**src/rtl/mmio_io_bridge_if.sv**
```systemverilog
// Processor data-memory port as seen by the MMIO bridge.
// The master drives address/strobes; the slave returns read data and the range hit.
interface mmio_io_bridge_if;
  logic [31:0] addr;
  logic [31:0] wr_data;
  logic        wren;
  logic        rd_en;
  logic [31:0] rd_data;
  logic        io_hit;

  modport master (output addr, wr_data, wren, rd_en, input rd_data, io_hit);
  modport slave  (input addr, wr_data, wren, rd_en, output rd_data, io_hit);
endinterface

```
**src/rtl/mmio_io_bridge.sv**
```systemverilog
// MMIO bridge: synchronised (optionally debounced) inputs, writable output registers,
// sticky read-clear change flag. Define MMIO_DEBOUNCE_EN to include the debounce counter.
module mmio_io_bridge #(
  parameter logic [31:0] BASE_ADDR   = 32'd4096,
  parameter int          IN_W        = 16,
  parameter int          OUT_W       = 16,
  parameter int          NUM_OUT     = 2,
  parameter int          SYNC_STAGES = 2,
  parameter int          DB_CYCLES   = 50000
) (
  input  logic                     clock,
  input  logic                     reset,
  mmio_io_bridge_if.slave          bus,
  input  logic [IN_W-1:0]          in_raw,
  output logic [NUM_OUT*OUT_W-1:0] out_bus
);

  // Range compare is done in 33 bits so a base near 2^32 cannot wrap onto low addresses.
  localparam logic [32:0] LO_ADDR  = {1'b0, BASE_ADDR};
  localparam logic [32:0] HI_ADDR  = LO_ADDR + 33'(NUM_OUT + 1);
  localparam logic [31:0] STAT_OFS = 32'(NUM_OUT + 1);

  logic [32:0]     addr_ext;
  logic [31:0]     offset;
  logic            hit;
  logic [IN_W-1:0] sync_p [SYNC_STAGES];
  logic [IN_W-1:0] sync_q;
  logic [IN_W-1:0] stab;
  logic [IN_W-1:0] stab_nxt;
  logic            stab_chg;
  logic            flag;
  logic            stat_clr;
  logic [OUT_W-1:0] out_q [NUM_OUT];
  logic [31:0]     rd;
  logic            unused_wr;

  assign addr_ext   = {1'b0, bus.addr};
  assign hit        = (addr_ext >= LO_ADDR) && (addr_ext <= HI_ADDR);
  assign offset     = bus.addr - BASE_ADDR;
  assign bus.io_hit = hit;
  assign unused_wr  = ^bus.wr_data;

  // Stage: input synchroniser chain
  always_ff @(posedge clock) begin
    if (!reset) begin
      for (int i = 0; i < SYNC_STAGES; i++) sync_p[i] <= '0;
    end else begin
      sync_p[0] <= in_raw;
      for (int i = 1; i < SYNC_STAGES; i++) sync_p[i] <= sync_p[i-1];
    end
  end

  assign sync_q = sync_p[SYNC_STAGES-1];

  // Stage: stable value selection
`ifdef MMIO_DEBOUNCE_EN
  localparam int               CNT_W    = $clog2(DB_CYCLES + 1);
  localparam logic [CNT_W-1:0] CNT_LAST = CNT_W'(DB_CYCLES - 1);

  logic [CNT_W-1:0] cnt;
  logic [CNT_W-1:0] cnt_nxt;

  always_comb begin
    stab_nxt = stab;
    cnt_nxt  = '0;
    if (sync_q != stab) begin
      if (cnt == CNT_LAST) stab_nxt = sync_q;
      else                 cnt_nxt  = cnt + 1'b1;
    end
  end

  always_ff @(posedge clock) begin
    if (!reset) cnt <= '0;
    else        cnt <= cnt_nxt;
  end
`else
  localparam int unused_db_cycles = DB_CYCLES;

  always_comb begin
    stab_nxt = sync_q;
  end
`endif

  assign stab_chg = (stab_nxt != stab);
  assign stat_clr = hit && bus.rd_en && !bus.wren && (offset == STAT_OFS);

  // A change landing with a read-clear wins, so no input edge is ever lost.
  always_ff @(posedge clock) begin
    if (!reset) begin
      stab <= '0;
      flag <= 1'b0;
    end else begin
      stab <= stab_nxt;
      if (stab_chg)      flag <= 1'b1;
      else if (stat_clr) flag <= 1'b0;
    end
  end

  // Stage: output registers
  always_ff @(posedge clock) begin
    if (!reset) begin
      for (int k = 0; k < NUM_OUT; k++) out_q[k] <= '0;
    end else if (hit && bus.wren) begin
      for (int k = 0; k < NUM_OUT; k++) begin
        if (offset == 32'(k + 1)) out_q[k] <= bus.wr_data[OUT_W-1:0];
      end
    end
  end

  for (genvar g = 0; g < NUM_OUT; g++) begin : g_out
    assign out_bus[g*OUT_W +: OUT_W] = out_q[g];
  end

  always_comb begin
    rd = '0;
    if (hit) begin
      if (offset == 32'd0)           rd[IN_W-1:0] = stab;
      else if (offset == STAT_OFS)   rd[0]        = flag;
      for (int k = 0; k < NUM_OUT; k++) begin
        if (offset == 32'(k + 1)) rd[OUT_W-1:0] = out_q[k];
      end
    end
  end

  assign bus.rd_data = rd;

endmodule
```
**src/flat_wrapper.sv**
```systemverilog
// flat-port wrapper written by rule: the top's interface ports become plain ports
module mmio_io_bridge_flat 
#(
  parameter logic [31:0] BASE_ADDR   = 32'd4096,
  parameter int          IN_W        = 16,
  parameter int          OUT_W       = 16,
  parameter int          NUM_OUT     = 2,
  parameter int          SYNC_STAGES = 2,
  parameter int          DB_CYCLES   = 50000
)
  (clock, reset, in_raw, out_bus, bus_addr, bus_wr_data, bus_wren, bus_rd_en, bus_rd_data, bus_io_hit);
  mmio_io_bridge_if bus_i ();
  input  logic clock;
  input  logic reset;
  input  logic [IN_W-1:0] in_raw;
  output logic [NUM_OUT*OUT_W-1:0] out_bus;
  input wire logic [$bits(bus_i.addr)-1:0] bus_addr;
  input wire logic [$bits(bus_i.wr_data)-1:0] bus_wr_data;
  input wire logic [$bits(bus_i.wren)-1:0] bus_wren;
  input wire logic [$bits(bus_i.rd_en)-1:0] bus_rd_en;
  output wire logic [$bits(bus_i.rd_data)-1:0] bus_rd_data;
  output wire logic [$bits(bus_i.io_hit)-1:0] bus_io_hit;
  assign bus_i.addr = bus_addr;
  assign bus_i.wr_data = bus_wr_data;
  assign bus_i.wren = bus_wren;
  assign bus_i.rd_en = bus_rd_en;
  assign bus_rd_data = bus_i.rd_data;
  assign bus_io_hit = bus_i.io_hit;
  mmio_io_bridge #(.BASE_ADDR(BASE_ADDR), .IN_W(IN_W), .OUT_W(OUT_W), .NUM_OUT(NUM_OUT), .SYNC_STAGES(SYNC_STAGES), .DB_CYCLES(DB_CYCLES)) u_core (.clock(clock), .reset(reset), .bus(bus_i), .in_raw(in_raw), .out_bus(out_bus));
endmodule
```
**config.mk**
```make
export PLATFORM = sky130hd
export DESIGN_NAME = mmio_io_bridge_flat
export DESIGN_NICKNAME = d
export VERILOG_FILES = /design/src/rtl/mmio_io_bridge_if.sv /design/src/rtl/mmio_io_bridge.sv /design/src/flat_wrapper.sv
export SDC_FILE = /design/constraint.sdc
export NUM_CORES = 1
export LEC_CHECK = 0
export CELL_PAD_IN_SITES_DETAIL_PLACEMENT = 1
export CELL_PAD_IN_SITES_GLOBAL_PLACEMENT = 1
export CORE_MARGIN = 8
export CORE_UTILIZATION = 34
export CTS_CLUSTER_DIAMETER = 120
export DETAILED_ROUTE_END_ITERATION = 8
export PLACE_DENSITY = 0.81
export SYNTH_ARGS = -nofsm -noshare
export SYNTH_HDL_FRONTEND = slang
export SYNTH_SLANG_ARGS = --single-unit
```
**constraint.sdc**
```tcl
create_clock -name clock -period 6.5 [get_ports clock]
set_clock_uncertainty 0.1 [all_clocks]
set_input_delay 1.3 -clock clock [delete_from_list [all_inputs] [get_ports clock]]
set_output_delay 1.3 -clock clock [all_outputs]
set_load 0.02 [all_outputs]
```
-- After elaboration in Yosys (flattened, before gate mapping)
Memories as Yosys holds them, arrays and structs flattened.
Cells that the tools add are included.
- register bits: 17
- memory bits (writable): 64
- output and inout port bits: 65
- word-level logic and storage cells: 45
- memories kept: 2
- add/subtract/negate cells: 1
- magnitude comparators: 2
- equality and inequality tests: 4
- muxes and demuxes: 22
- bitwise operators: 4
- reductions and logical operators: 8
- memory list (name ; depth ; width ; read ports ; clocked after memory_dff ; write ports ; RTL line ; text):
    u_core.out_q ; 2 ; 16 ; 2 ; 0 ; 2 ; mmio_io_bridge.sv:33 ; logic [OUT_W-1:0] out_q [NUM_OUT];
    u_core.sync_p ; 2 ; 16 ; 2 ; 0 ; 2 ; mmio_io_bridge.sv:26 ; logic [IN_W-1:0] sync_p [SYNC_STAGES];
- operators by type and width (operator ; count):
    16-bit 2-to-1 mux ; 7
    32-bit by 2-bit == test with 1-bit output, second input constant ; 2
    32-bit by 1-bit == test with 1-bit output, second input constant ; 1
    32-bit by 13-bit greater-or-equal comparator with 1-bit output, second input constant ; 1
    32-bit by 13-bit <= comparator with 1-bit output, second input constant ; 1
    32-bit zero test ; 1
    32-bit by 13-bit subtractor with 32-bit output, second input constant ; 1
    16-bit != test ; 1
    15-bit 2-to-1 mux ; 1
    1-bit 2-to-1 mux ; 14
    1-bit logical AND ; 5
    1-bit bitwise OR ; 4
    2-bit nonzero test ; 1
    1-bit zero test ; 1

-- Depth between registers and ports, before layout
- depth in word-level cells: 7
- depth in mapped cells: 6
- depth with buffers taken out: 5

-- Worst setup path after synthesis
Ideal clock, no wire load.
- kind: input -> output
- from: in bus_addr[16]
- to: out bus_rd_data[0]
- data arrival time: 2536 ps
- required time: 5100 ps
- path slack: 2564 ps
- stages: 5
- buffers on the path: 1
- cells stage by stage: nor4_2 and4_4 and4b_1 buf_6 o311a_1
- RTL lines (element ; RTL line ; text):
    start, declared ; flat_wrapper.sv:17 ; input wire logic [$bits(bus_i.addr)-1:0] bus_addr;
    32-bit by 13-bit greater-or-equal comparator with 1-bit output or 32-bit by 13-bit <= comparator with 1-bit output (tied branches) ; mmio_io_bridge.sv:38 ; assign hit = (addr_ext >= LO_ADDR) && (addr_ext <= HI_ADDR);
    1-bit logical AND (*) ; mmio_io_bridge.sv:38 ;
    via bus_io_hit ; flat_wrapper.sv:22 ; output wire logic [$bits(bus_i.io_hit)-1:0] bus_io_hit;
    16-bit 2-to-1 mux (*) ; mmio_io_bridge.sv:116 ; if (hit) begin
    end, declared ; flat_wrapper.sv:21 ; output wire logic [$bits(bus_i.rd_data)-1:0] bus_rd_data;
Mark *: on every way through the listed nets, which the timed path passes. The rest lies on a longest branch.

-- Worst setup path after layout
- from: in bus_addr[3]
- to: out bus_rd_data[0]
- word-level cells in the longest chain between the ends: 7
- RTL lines (element ; RTL line ; text):
    32-bit by 13-bit subtractor with 32-bit output ; mmio_io_bridge.sv:39 ; assign offset = bus.addr - BASE_ADDR;
    32-bit by 2-bit == test with 1-bit output ; mmio_io_bridge.sv:118 ; else if (offset == STAT_OFS) rd[0] = flag;
    1-bit 2-to-1 mux ; mmio_io_bridge.sv:118 ;
    1-bit 2-to-1 mux ; mmio_io_bridge.sv:117 ; if (offset == 32'd0) rd[IN_W-1:0] = stab;
    16-bit 2-to-1 mux (2 in a row) ; mmio_io_bridge.sv:120 ; if (offset == 32'(k + 1)) rd[OUT_W-1:0] = out_q[k];
    16-bit 2-to-1 mux (*) ; mmio_io_bridge.sv:116 ;
Mark *: on every way between the ends. The rest lies on a longest branch, timed or not.

==> qor.yml <==
status:
  status: "finished, final reports clean"
synthesis:
  synth_mux_area_share_pct: 0.587
  synth_simple_gate_area_share_pct: 23.6
  syn_area_per_cell_um2: 11.6
  synthCells: 293
  synth_top_area_share_pct: 28.7
  yosysTopAreaCell: "dfxtp_1"
  synth_flop_cell: "dfxtp_1"
  yosys_register_bits: 81
  synth_fa_ha_area_share_pct: 0
  synth-compound-area-share_pct: 8.36
  syn_area_um2: 3410
  synth_edf_count: 32
  synth_top_family_by_area: "simple AND/OR/NAND/NOR gates"
  ys_async_sr_fraction_pct: 0
  yosysMostFrequentCell: "and2_1"
  synth.top_cells.by_count: "and2_1, dfxtp_1, edfxtp_1"
  yosys-top-cells-area: "dfxtp_1, edfxtp_1, and2_1"
  yosysWarnings: 0
  netlist-cell-type-count: 35
  yosysSeqAreaShare_pct: 56.9
  synth_xor_area_share_pct: 4.62
worst_hold_path:
  min_from: "u_core.sync_p[0][2]"
  hold_path.class: "reg2reg"
  whs_path_depth: 1
cts:
  cts_tree: "done"
  cts.sinks: 81
  clock_path_buffers: 2
  clkTransAtPathRegs_ns: 0.08
  root_buffer: "clkbuf_8"
  post_cts_resized: 0
  htreeDepth: 3
  worstSkewPairLatency_ns: 0.35
  numCtsBuffers: 9
  post_cts_buffers: 0
  cts_hold_buf: 0
global_routing:
  grt_pass1_wl_mm: 14.7
  grt_pass1_vias: 2800
  grt_overflow_total: 0
  grt_max_degree: 53
  track_usage_pct: 14.4
  antenna_found_initial: 0
layout:
  diodes: 0
  drive_gt1_share_pct: 10.9
  layout.nets: 492
  fillers: 1084
  synthToLayoutAreaGrowth_pct: 41.9
floorplan:
  core_area_um2: 9770
  io_pins: 149
  die_x_um: 116
  die_h_um: 116
  rows: 36
  start_util_pct: 34.9
  dieArea_um2: 13500
placed_design:
  gp_congestion: 0.765
  hpwl_mm: 7.39
  dpl_worst_slack_ns: 1.23
  io_buffers: 116
worst_setup_path:
  required_ns: 5.10
  critPathKind: "in2out"
  critPathLaunchType: "primary input"
  r2r_start: "u_core.stab[9]"
  cpPeakStageDelay_ns: 0.61
  path_depth: 6
  crit_start: "bus_addr[3]"
  cp_max_fo: 11
  cp_top_family: "simple AND/OR/NAND/NOR gates"
  cp_common_cell: "clkdlybuf4s50_1"
  cp_data_arrival_time_ns: 3.86
  ff2ff_path_depth: 4
  crit_buf_inv: 2
  slowest_stage: "clkdlybuf4s50_1"
  path_cells: "clkdlybuf4s50_1 > nor4b_1 > and4_4 > and4b_1 > o311a_1 > clkdlybuf4s50_1"
  end_kind: "output pin"
power_and_ir_drop:
  peakVddDrop_mv: 0.113
  leakage_nw: 1.95
  cellPowerDensity_nw_per_um2: 226
  total_power_w: 0.00109
sta:
  period_needed_ns: 5.26
  relSlewSlack_pct: 37.5
  slew_violations: 0
  tightest_slew_ns: 0.937
  finalSetupViolCount: 0
  hold_viol: 0
  fin_ws_ns: 1.24
  fin_crit_sh_pct: 81.0
  setup-tns-final_ns: 0
  fmax_mhz: 190
  whs_ns: 0.339
  rsz0062_at_grt: "false"
routing:
  drt_iter0_markers: 123
  routed_via_density: 4.65
  drc: 0
  final_antenna_net_count: 0
  dr.pass1.iters: 4
  wl_per_cell_um: 17.9
  wl_mm: 9.79
  vias: 2540
run:
  max_cap_violations: 0
-- registers in the layout (all words and copies together), names as in the netlist --
name	flops
u_core.flag	1
u_core.out_q	32
u_core.sync_p	32
u_core.stab	16
-- kinds of logic (layout without fill, tap and decap cells) --
family | count (synthesis) | count (layout)
compound gates | 37 | 37
mux | 2 | 2
flops | 81 | 81
other cells | 1 | 16
buf+inv | 31 | 136
simple gates | 123 | 123
xor+xnor | 18 | 18
-- per-stage QoR --
stage | util [%] | std cells | area [µm²]
2_1_floorplan | - | 308 | 3470
3_3_place_gp | 47.3 | 530 | 4620
3_5_place_dp | 47.3 | 530 | 4620
4_1_cts | 49.6 | 546 | 4840
5_1_grt | 49.6 | 546 | 4840
6_report | 49.6 | 546 | 4840
-- report_power, final --
| part | switching (W) | leakage (nW) | total (W) | internal [W] |
|---|---|---|---|---|
| Sequential | 0.0000116 | 0.707 | 0.000561 | 0.000549 |
| Clock | 0.000191 | 0.110 | 0.000397 | 0.000206 |
| Combinational | 0.0000633 | 1.14 | 0.000136 | 0.0000731 |
-- final timing paths --
kind | to | slack [ns]
max | bus_rd_data[0] | 1.24
min | u_core.sync_p[0][18] | 0.34
max reg2reg | u_core.flag | 5.16
min reg2reg | u_core.sync_p[0][18] | 0.34
-- metal layers --
metal	vias up	GRT usage, %	routed length, µm
met5	-	0	0
met1	1229	15.4	3850
li1	1203	-	-
met2	95	25.9	4970
met4	0	5.36	150
met3	13	4.50	808
-- placed cells by master (no fill, tap or decap), types with 2 or more instances in the layout --
cell type,Yosys,layout
dfxtp_1,49,49
edfxtp_1,32,32
and2_1,50,50
and2_2,14,14
mux2i_1,2,2
buf_4,16,3
inv_6,0,2
clkdlybuf4s50_1,0,116
nor3_4,2,2
xor2_1,2,2
nand2b_1,18,18
clkbuf_8,0,9
conb_1,1,16
and4b_1,2,2
nor4_1,5,5
o211a_1,15,15
a21oi_1,16,16
nor2_1,17,17
o21ai_2,3,3
nand4_1,5,5
xnor2_1,16,16
-- cell type report --
cell class	count	area (µm²)	area share (%)
flip-flops and latches	81	1940	40.1
well taps	133	166	3.44
inverters	1	3.75	0.0775
repair buffers	119	1180	24.4
multi-input cells	196	1330	27.4
clock buffers	10	149	3.07
clock inverters	6	71.3	1.47
No activity file was read; power rests on OpenSTA's default activity.
